$ cat config.mk
export PLATFORM = sky130hd
export DESIGN_NAME = dfr_axil_cmd_master
export DESIGN_NICKNAME = d
export VERILOG_FILES = /design/src/rtl/dfr_axil_pkg.sv /design/src/rtl/dfr_axil_cmd_master.sv
export SDC_FILE = /design/constraint.sdc
export NUM_CORES = 1
export LEC_CHECK = 0
export ABC_AREA = 0
export CAP_MARGIN = 0
export CORE_MARGIN = 2
export CORE_UTILIZATION = 45
export DETAILED_ROUTE_END_ITERATION = 8
export PLACE_DENSITY = 0.79
export SETUP_SLACK_MARGIN = 0.5
export SLEW_MARGIN = 40
export SYNTH_ARGS = -nofsm -noshare
export SYNTH_HDL_FRONTEND = slang
export SYNTH_SLANG_ARGS = --single-unit
export TNS_END_PERCENT = 10
$ cat constraint.sdc
create_clock -name S_AXI_ACLK -period 2.2 [get_ports S_AXI_ACLK]
set_input_delay 0.44 -clock S_AXI_ACLK [delete_from_list [all_inputs] [get_ports S_AXI_ACLK]]
set_output_delay 0.44 -clock S_AXI_ACLK [all_outputs]
set_load 0.005 [all_outputs]
$ cat src/rtl/dfr_axil_pkg.sv
// Shared types and constants for the DFR AXI4-Lite command master.
// Opcodes, AXI response codes and the dfr_core_top address map.
package dfr_axil_pkg;

    typedef enum logic [1:0] {
        OP_WRITE = 2'd0,
        OP_READ  = 2'd1,
        OP_POLL  = 2'd2,
        OP_RSVD  = 2'd3
    } op_t;

    localparam logic [1:0] RESP_OKAY   = 2'b00;
    localparam logic [1:0] RESP_SLVERR = 2'b10;

    localparam logic [31:0] REG_CTRL           = 32'h0000_0000;
    localparam logic [31:0] REG_RESERVOIR_NODE = 32'h0000_0024;

    localparam logic [31:0] MEM_INPUT     = 32'h0100_0000;
    localparam logic [31:0] MEM_RESERVOIR = 32'h0200_0000;
    localparam logic [31:0] MEM_WEIGHT    = 32'h0300_0000;
    localparam logic [31:0] MEM_OUTPUT    = 32'h0400_0000;

    localparam int CTRL_START_BIT    = 0;
    localparam int CTRL_BUSY_BIT     = 1;
    localparam int CTRL_PRESERVE_BIT = 2;

endpackage

$ cat src/rtl/dfr_axil_cmd_master.sv
// AXI4-Lite initiator executing WRITE / READ / POLL commands.
// One transaction outstanding; response held until consumed.
module dfr_axil_cmd_master
    import dfr_axil_pkg::*;
#(
    parameter int C_M_AXI_ADDR_WIDTH = 30,
    parameter int C_M_AXI_DATA_WIDTH = 32,
    parameter int POLL_GAP_CYCLES    = 16,
    parameter int POLL_MAX_TRIES     = 65535
) (
    input  logic                            S_AXI_ACLK,
    input  logic                            S_AXI_ARESETN,
    input  logic                            cmd_valid,
    output logic                            cmd_ready,
    input  logic [1:0]                      cmd_op,
    input  logic [C_M_AXI_ADDR_WIDTH-1:0]   cmd_addr,
    input  logic [C_M_AXI_DATA_WIDTH-1:0]   cmd_wdata,
    input  logic [C_M_AXI_DATA_WIDTH-1:0]   cmd_mask,
    output logic                            rsp_valid,
    input  logic                            rsp_ready,
    output logic [C_M_AXI_DATA_WIDTH-1:0]   rsp_rdata,
    output logic [1:0]                      rsp_resp,
    output logic                            rsp_timeout,
    output logic [15:0]                     rsp_tries,
    output logic [C_M_AXI_ADDR_WIDTH-1:0]   M_AXI_AWADDR,
    output logic                            M_AXI_AWVALID,
    input  logic                            M_AXI_AWREADY,
    output logic [C_M_AXI_DATA_WIDTH-1:0]   M_AXI_WDATA,
    output logic [C_M_AXI_DATA_WIDTH/8-1:0] M_AXI_WSTRB,
    output logic                            M_AXI_WVALID,
    input  logic                            M_AXI_WREADY,
    input  logic [1:0]                      M_AXI_BRESP,
    input  logic                            M_AXI_BVALID,
    output logic                            M_AXI_BREADY,
    output logic [C_M_AXI_ADDR_WIDTH-1:0]   M_AXI_ARADDR,
    output logic                            M_AXI_ARVALID,
    input  logic                            M_AXI_ARREADY,
    input  logic [C_M_AXI_DATA_WIDTH-1:0]   M_AXI_RDATA,
    input  logic [1:0]                      M_AXI_RRESP,
    input  logic                            M_AXI_RVALID,
    output logic                            M_AXI_RREADY
);

    localparam int AW     = C_M_AXI_ADDR_WIDTH;
    localparam int DW     = C_M_AXI_DATA_WIDTH;
    localparam int TW_RAW = $clog2(POLL_MAX_TRIES + 1);
    localparam int TW     = (TW_RAW > 16) ? TW_RAW : 16;
    localparam int GW     = (POLL_GAP_CYCLES > 1) ? $clog2(POLL_GAP_CYCLES) : 1;

    localparam logic [TW-1:0] MAX_TRIES = TW'(POLL_MAX_TRIES);
    localparam logic [GW-1:0] GAP_LOAD  = GW'(POLL_GAP_CYCLES - 1);

    typedef enum logic [2:0] {
        S_IDLE, S_WR, S_WR_B, S_RD_AR, S_RD_R, S_GAP, S_RSP
    } state_t;

    state_t          state_q;
    op_t             op_q;
    logic [AW-1:0]   addr_q;
    logic [DW-1:0]   wdata_q;
    logic [DW-1:0]   mask_q;
    logic            awvalid_q, wvalid_q, bready_q;
    logic            arvalid_q, rready_q, cmd_ready_q;
    logic            rsp_valid_q, rsp_timeout_q;
    logic [DW-1:0]   rsp_rdata_q;
    logic [1:0]      rsp_resp_q;
    logic [15:0]     rsp_tries_q;
    logic [TW-1:0]   tries_q;
    logic [GW-1:0]   gap_q;

    logic            aw_ok_d, w_ok_d, poll_hit_d, poll_again_d;

    // Tries counter wider than the response field clamps to all-ones.
    function automatic logic [15:0] sat16(input logic [TW-1:0] v);
        if (v > TW'(16'hFFFF)) return 16'hFFFF;
        return v[15:0];
    endfunction

    // Handshake completion and poll match decode for the current beat.
    always_comb begin
        aw_ok_d      = !awvalid_q || M_AXI_AWREADY;
        w_ok_d       = !wvalid_q  || M_AXI_WREADY;
        poll_hit_d   = ((M_AXI_RDATA ^ wdata_q) & mask_q) == '0;
        poll_again_d = (op_q == OP_POLL) && (M_AXI_RRESP == RESP_OKAY)
                       && !poll_hit_d;
    end

    // Command FSM with registered channel and response outputs.
    always_ff @(posedge S_AXI_ACLK or negedge S_AXI_ARESETN) begin
        if (!S_AXI_ARESETN) begin
            state_q       <= S_IDLE;
            op_q          <= OP_WRITE;
            addr_q        <= '0;
            wdata_q       <= '0;
            mask_q        <= '0;
            awvalid_q     <= 1'b0;
            wvalid_q      <= 1'b0;
            bready_q      <= 1'b0;
            arvalid_q     <= 1'b0;
            rready_q      <= 1'b0;
            cmd_ready_q   <= 1'b0;
            rsp_valid_q   <= 1'b0;
            rsp_timeout_q <= 1'b0;
            rsp_rdata_q   <= '0;
            rsp_resp_q    <= '0;
            rsp_tries_q   <= '0;
            tries_q       <= '0;
            gap_q         <= '0;
        end else begin
            unique case (state_q)
                S_IDLE: begin
                    if (cmd_valid && cmd_ready_q) begin
                        cmd_ready_q <= 1'b0;
                        op_q        <= op_t'(cmd_op);
                        addr_q      <= cmd_addr;
                        wdata_q     <= cmd_wdata;
                        mask_q      <= cmd_mask;
                        tries_q     <= '0;
                        unique case (op_t'(cmd_op))
                            OP_WRITE: begin
                                awvalid_q <= 1'b1;
                                wvalid_q  <= 1'b1;
                                state_q   <= S_WR;
                            end
                            OP_READ, OP_POLL: begin
                                arvalid_q <= 1'b1;
                                state_q   <= S_RD_AR;
                            end
                            default: begin
                                rsp_rdata_q   <= '0;
                                rsp_resp_q    <= RESP_SLVERR;
                                rsp_tries_q   <= '0;
                                rsp_timeout_q <= 1'b0;
                                rsp_valid_q   <= 1'b1;
                                state_q       <= S_RSP;
                            end
                        endcase
                    end else begin
                        cmd_ready_q <= 1'b1;
                    end
                end
                S_WR: begin
                    if (awvalid_q && M_AXI_AWREADY) awvalid_q <= 1'b0;
                    if (wvalid_q && M_AXI_WREADY) wvalid_q <= 1'b0;
                    if (aw_ok_d && w_ok_d) begin
                        bready_q <= 1'b1;
                        state_q  <= S_WR_B;
                    end
                end
                S_WR_B: begin
                    if (M_AXI_BVALID) begin
                        bready_q      <= 1'b0;
                        rsp_rdata_q   <= '0;
                        rsp_resp_q    <= M_AXI_BRESP;
                        rsp_tries_q   <= '0;
                        rsp_timeout_q <= 1'b0;
                        rsp_valid_q   <= 1'b1;
                        state_q       <= S_RSP;
                    end
                end
                S_RD_AR: begin
                    if (M_AXI_ARREADY) begin
                        arvalid_q <= 1'b0;
                        rready_q  <= 1'b1;
                        tries_q   <= tries_q + 1'b1;
                        state_q   <= S_RD_R;
                    end
                end
                S_RD_R: begin
                    if (M_AXI_RVALID) begin
                        rready_q    <= 1'b0;
                        rsp_rdata_q <= M_AXI_RDATA;
                        rsp_resp_q  <= M_AXI_RRESP;
                        rsp_tries_q <= sat16(tries_q);
                        if (poll_again_d && tries_q != MAX_TRIES) begin
                            gap_q   <= GAP_LOAD;
                            state_q <= S_GAP;
                        end else begin
                            rsp_timeout_q <= poll_again_d;
                            rsp_valid_q   <= 1'b1;
                            state_q       <= S_RSP;
                        end
                    end
                end
                S_GAP: begin
                    if (gap_q == '0) begin
                        arvalid_q <= 1'b1;
                        state_q   <= S_RD_AR;
                    end else begin
                        gap_q <= gap_q - 1'b1;
                    end
                end
                S_RSP: begin
                    if (rsp_ready) begin
                        rsp_valid_q <= 1'b0;
                        state_q     <= S_IDLE;
                    end
                end
                default: state_q <= S_IDLE;
            endcase
        end
    end

    assign cmd_ready     = cmd_ready_q;
    assign rsp_valid     = rsp_valid_q;
    assign rsp_rdata     = rsp_rdata_q;
    assign rsp_resp      = rsp_resp_q;
    assign rsp_timeout   = rsp_timeout_q;
    assign rsp_tries     = rsp_tries_q;
    assign M_AXI_AWADDR  = addr_q;
    assign M_AXI_AWVALID = awvalid_q;
    assign M_AXI_WDATA   = wdata_q;
    assign M_AXI_WSTRB   = '1;
    assign M_AXI_WVALID  = wvalid_q;
    assign M_AXI_BREADY  = bready_q;
    assign M_AXI_ARADDR  = addr_q;
    assign M_AXI_ARVALID = arvalid_q;
    assign M_AXI_RREADY  = rready_q;

endmodule

==> metrics.md, run 1 <==
| Metric | Value |
|---|---|
| Status | `finished, final reports clean` |
| I/O pins | `around 300` |
| Post-layout util | `69.5%` |
| TritonCTS buffer count | `17` |
| Post-synth top area cell | `dfrtp_1` |
| Hpwl dp | `17600 um` |
| Routability congestion estimate | `around 0.9` |
| First-pass GRT wire length | `between 40000 and 50000 um` |
| Detailed Routing Iterations Pass 1 | `5` |
| Row cnt | `49` |
| Layout cell share with drive strength beyond 1 | `a little under an eighth` |
| Root buffer cell | `clkbuf_16` |
| Synth cell types | `56` |
| Die Ht | `between 100 and 150 um` |
| Total die area | `19100 um^2` |
| Worst EP required | `~2.6 ns` |
| Commonest cells post-synth | `396 x nand2_1, 177 x dfrtp_1, 51 x o21ai_0` |
| Slowest cell on the critical path | `clkdlybuf4s50_1` |
| Crit start category | `input pin` |
| Synth area leaders | `dfrtp_1 55%, nand2_1 18%, xor2_1 4.6%, buf_4 3.5%, o21ai_0 3.1%` |
| Final hold vios | `0` |
| Grt ovf | `0` |
| DR WL/cell | `roughly 18 um` |
| Final WS setup | `0.237 ns` |
| Crit path max fanout | `4` |
| Max VDD drop | `0.000656 V` |
| EDFF count, synth | `0` |
| Die X | `between 100 and 150 um` |
| Worst Path Buf+Inv | `2` |
| Pwr/cell area | `around 1300 nW/um^2` |
| #FFs+latches synth | `roughly 180` |
| Initial DRC count | `around 530` |
| I/O Buffers | `290` |
| Syn_area_per_cell | `approximately 8.9 um^2` |
| H-tree Lvls | `4` |
| Reg2reg setup slack | `around 0.28 ns` |
| Crit path kind | `in -> reg` |
| Vias in the first global route | `7336` |
| Final WL | `between 20000 and 30000 um` |
| GRT Total Usage | `26.6%` |
| Initial antenna violation count | `1` |
| CTS Sinks | `177` |
| Post-Syn Area | `a little over 8000 um^2` |
| Initial core utilization | `roughly 45%` |
| CP Capture Type | `register` |
| Residual DRC | `0` |
| Max Slew Vio Count | `0` |
| Max Cap Violations | `0` |
| Critical Path AT | `approximately 2.3 ns` |
| Critical Path Max Stage Delay | `about 0.45 ns` |
| Vias after detailed routing | `approximately 7400` |
| Async S/R FF share, synth | `between 90% and 100%` |
| CTS tree | `done` |
| Top FF cell, synth | `dfrtp_1` |
| Clk buf depth | `2` |
| Layout Area Growth over Synthesis | `52.9%` |
| Synthesis Warnings | `0` |
| Count leader, synth | `nand2_1` |
| Delay-heaviest family, CP | `simple AND/OR/NAND/NOR gates` |
| Fin Clk Skew | `roughly 0.010 ns` |
| Timing-limited maximum frequency | `509 MHz` |
| RSZ-0062 raised after global routing | `true` |
| Seq/Total Area, Yosys | `between 50% and 60%` |
| Fin nets | `roughly 1400` |
| Crit-path cells | `clkdlybuf4s50_1 -> xor2_1 -> a22oi_2 -> nand4_1 -> nor4_4 -> buf_4 -> o21ai_1 -> or3b_1` |
| Syn Inst Count | `910` |
| Via density | `approximately 5.1` |
| P_leak | `between 5 and 6 nW` |
| Routed Antenna Nets | `0` |
| Core ar. | `roughly 18000 um^2` |
| Worst skew pair latency | `approximately 0.43 ns` |
| Largest net degree at the start of global routing | `between 60 and 70` |
| Area share of the largest cell type after synthesis | `between 50 and 60%` |
| Fin crit share | `slightly below 90%` |
| Period minus WS final | `roughly 2.0 ns` |
| Hold WC Path Type | `in -> reg` |
| Setup WS pre-CTS | `-0.404 ns` |
| Final setup violation count | `0` |
| Clock slew at reported path FFs | `approximately 0.07 ns` |
worst reg2reg max path, cell delays in order (launching register included):
cell	delay, ns
dfrtp_1	0.40
xor2_1	0.16
a22oi_2	0.19
buf_4	0.14
nand4_1	0.13
nor4_4	0.41
buf_4	0.18
o21ai_1	0.06
or3b_1	0.16
layout by cell type (no fill, tap or decap), drive strengths merged, types with 5 or more instances in the layout:
cell	synthesis	routed
o21ai	56	56
dlygate4sd2	0	21
nor2	33	33
clkbuf	21	25
xor2	43	43
inv	9	13
nand3	10	10
a22oi	18	18
nor3	5	5
buf	59	61
dfrtp	177	177
a21oi	15	15
nand4	5	5
nand2	396	396
clkdlybuf4s50	0	266
and3	5	5
through the flow:
stage / total power (W) / hold slack [ns] / setup TNS [ns] / cell area, um^2 / instances
3_5_place_dp: 0.0119 / 0.402 / -2.98 / 11200 / 1385
6_report: 0.0155 / 0.318 / 0 / 12400 / 1451
2_1_floorplan: 0.00840 / 0.144 / 0 / 8120 / 913
4_1_cts: 0.0152 / 0.421 / 0 / 12100 / 1435
3_3_place_gp: 0.0118 / 0.398 / -3.08 / 11200 / 1385
5_1_grt: 0.0165 / 0.342 / 0 / 12400 / 1451
metal layers:
metal / up-vias / share of wire (%) / GRT usage (%)
met4: 0 / 2.0 / 7.73
met5: - / 0 / 0
met3: 35 / 5.9 / 4.85
met1: 3592 / 42 / 35.4
li1: 3479 / - / -
met2: 273 / 50 / 44.8
cell families (layout without fill, tap and decap cells):
kind of cell	count (synthesis)	count (layout)	share of synthesized area (%)
compound gates	109	109	8.38
fa+ha+maj	4	4	0.618
simple gates	479	479	24.5
mux	4	4	0.494
xor+xnor	47	47	5.08
buf+inv	89	397	6.24
flops	177	177	54.7
other cells	1	5	0.0463
flip-flops by register name, indices dropped and copies added, names as in the netlist:
name           cells
M_AXI_WDATA       32
tries_q           16
M_AXI_ARADDR      30
cmd_ready          1
M_AXI_RREADY       1
rsp_resp           2
op_q               2
M_AXI_AWVALID      1
rsp_rdata         32
M_AXI_ARVALID      1
gap_q              4
rsp_timeout        1
mask_q            32
rsp_valid          1
M_AXI_WVALID       1
state_q            3
M_AXI_BREADY       1
rsp_tries         16
worst paths after layout:
kind,startpoint,end,depth (start not counted)
worst max-delay path,M_AXI_RDATA[19],state_q[1],8
worst min-delay path,M_AXI_RDATA[25],rsp_rdata[25],3
worst max register to register,M_AXI_WDATA[25],state_q[1],8
worst min register to register,rsp_rdata[24],rsp_rdata[24],2
max in group asynchronous,S_AXI_ARESETN,M_AXI_WDATA[13],3
min in group asynchronous,S_AXI_ARESETN,M_AXI_ARADDR[23],2
layout make-up:
type | instances | area (um^2)
sequential | 177 | 4440
tap | 229 | 287
clock buffer | 21 | 450
fill | 1399 | 5450
antenna | 1 | 2.50
timing repair buffer | 356 | 3740
multi-input combinational | 647 | 3340
inverter | 9 | 33.8
clock inverter | 11 | 103
power by group:
group	switching, W	internal (W)	total, W	leakage, nW
Clock	0.00129	0.00160	0.00288	0.265
Combinational	0.00328	0.00384	0.00712	3.23
Sequential	0.00101	0.00448	0.00550	2.28
Total	0.00558	0.00992	0.0155	5.77
timing repair:
item                                   4_1_cts  5_1_grt
endpoints found under the hold margin       40        0
gates cloned                                 4        5
buffers inserted                            13       10
hold buffers                                 1        0
gates resized for setup                     37       26
setup endpoints to repair                  288      306
pin swaps                                   20       19
Note: power is estimated with default switching activity, not from simulation.
==> inputs of run 2 (changes only) <==
--- a/config.mk
+++ b/config.mk
@@ -5,7 +5,6 @@
 export SDC_FILE = /design/constraint.sdc
 export NUM_CORES = 1
 export LEC_CHECK = 0
-export ABC_AREA = 0
 export CAP_MARGIN = 0
 export CORE_MARGIN = 2
 export CORE_UTILIZATION = 45
==> results of run 2 <==
Same layout as run 1: the final DEF is identical, and so are final timing and power.
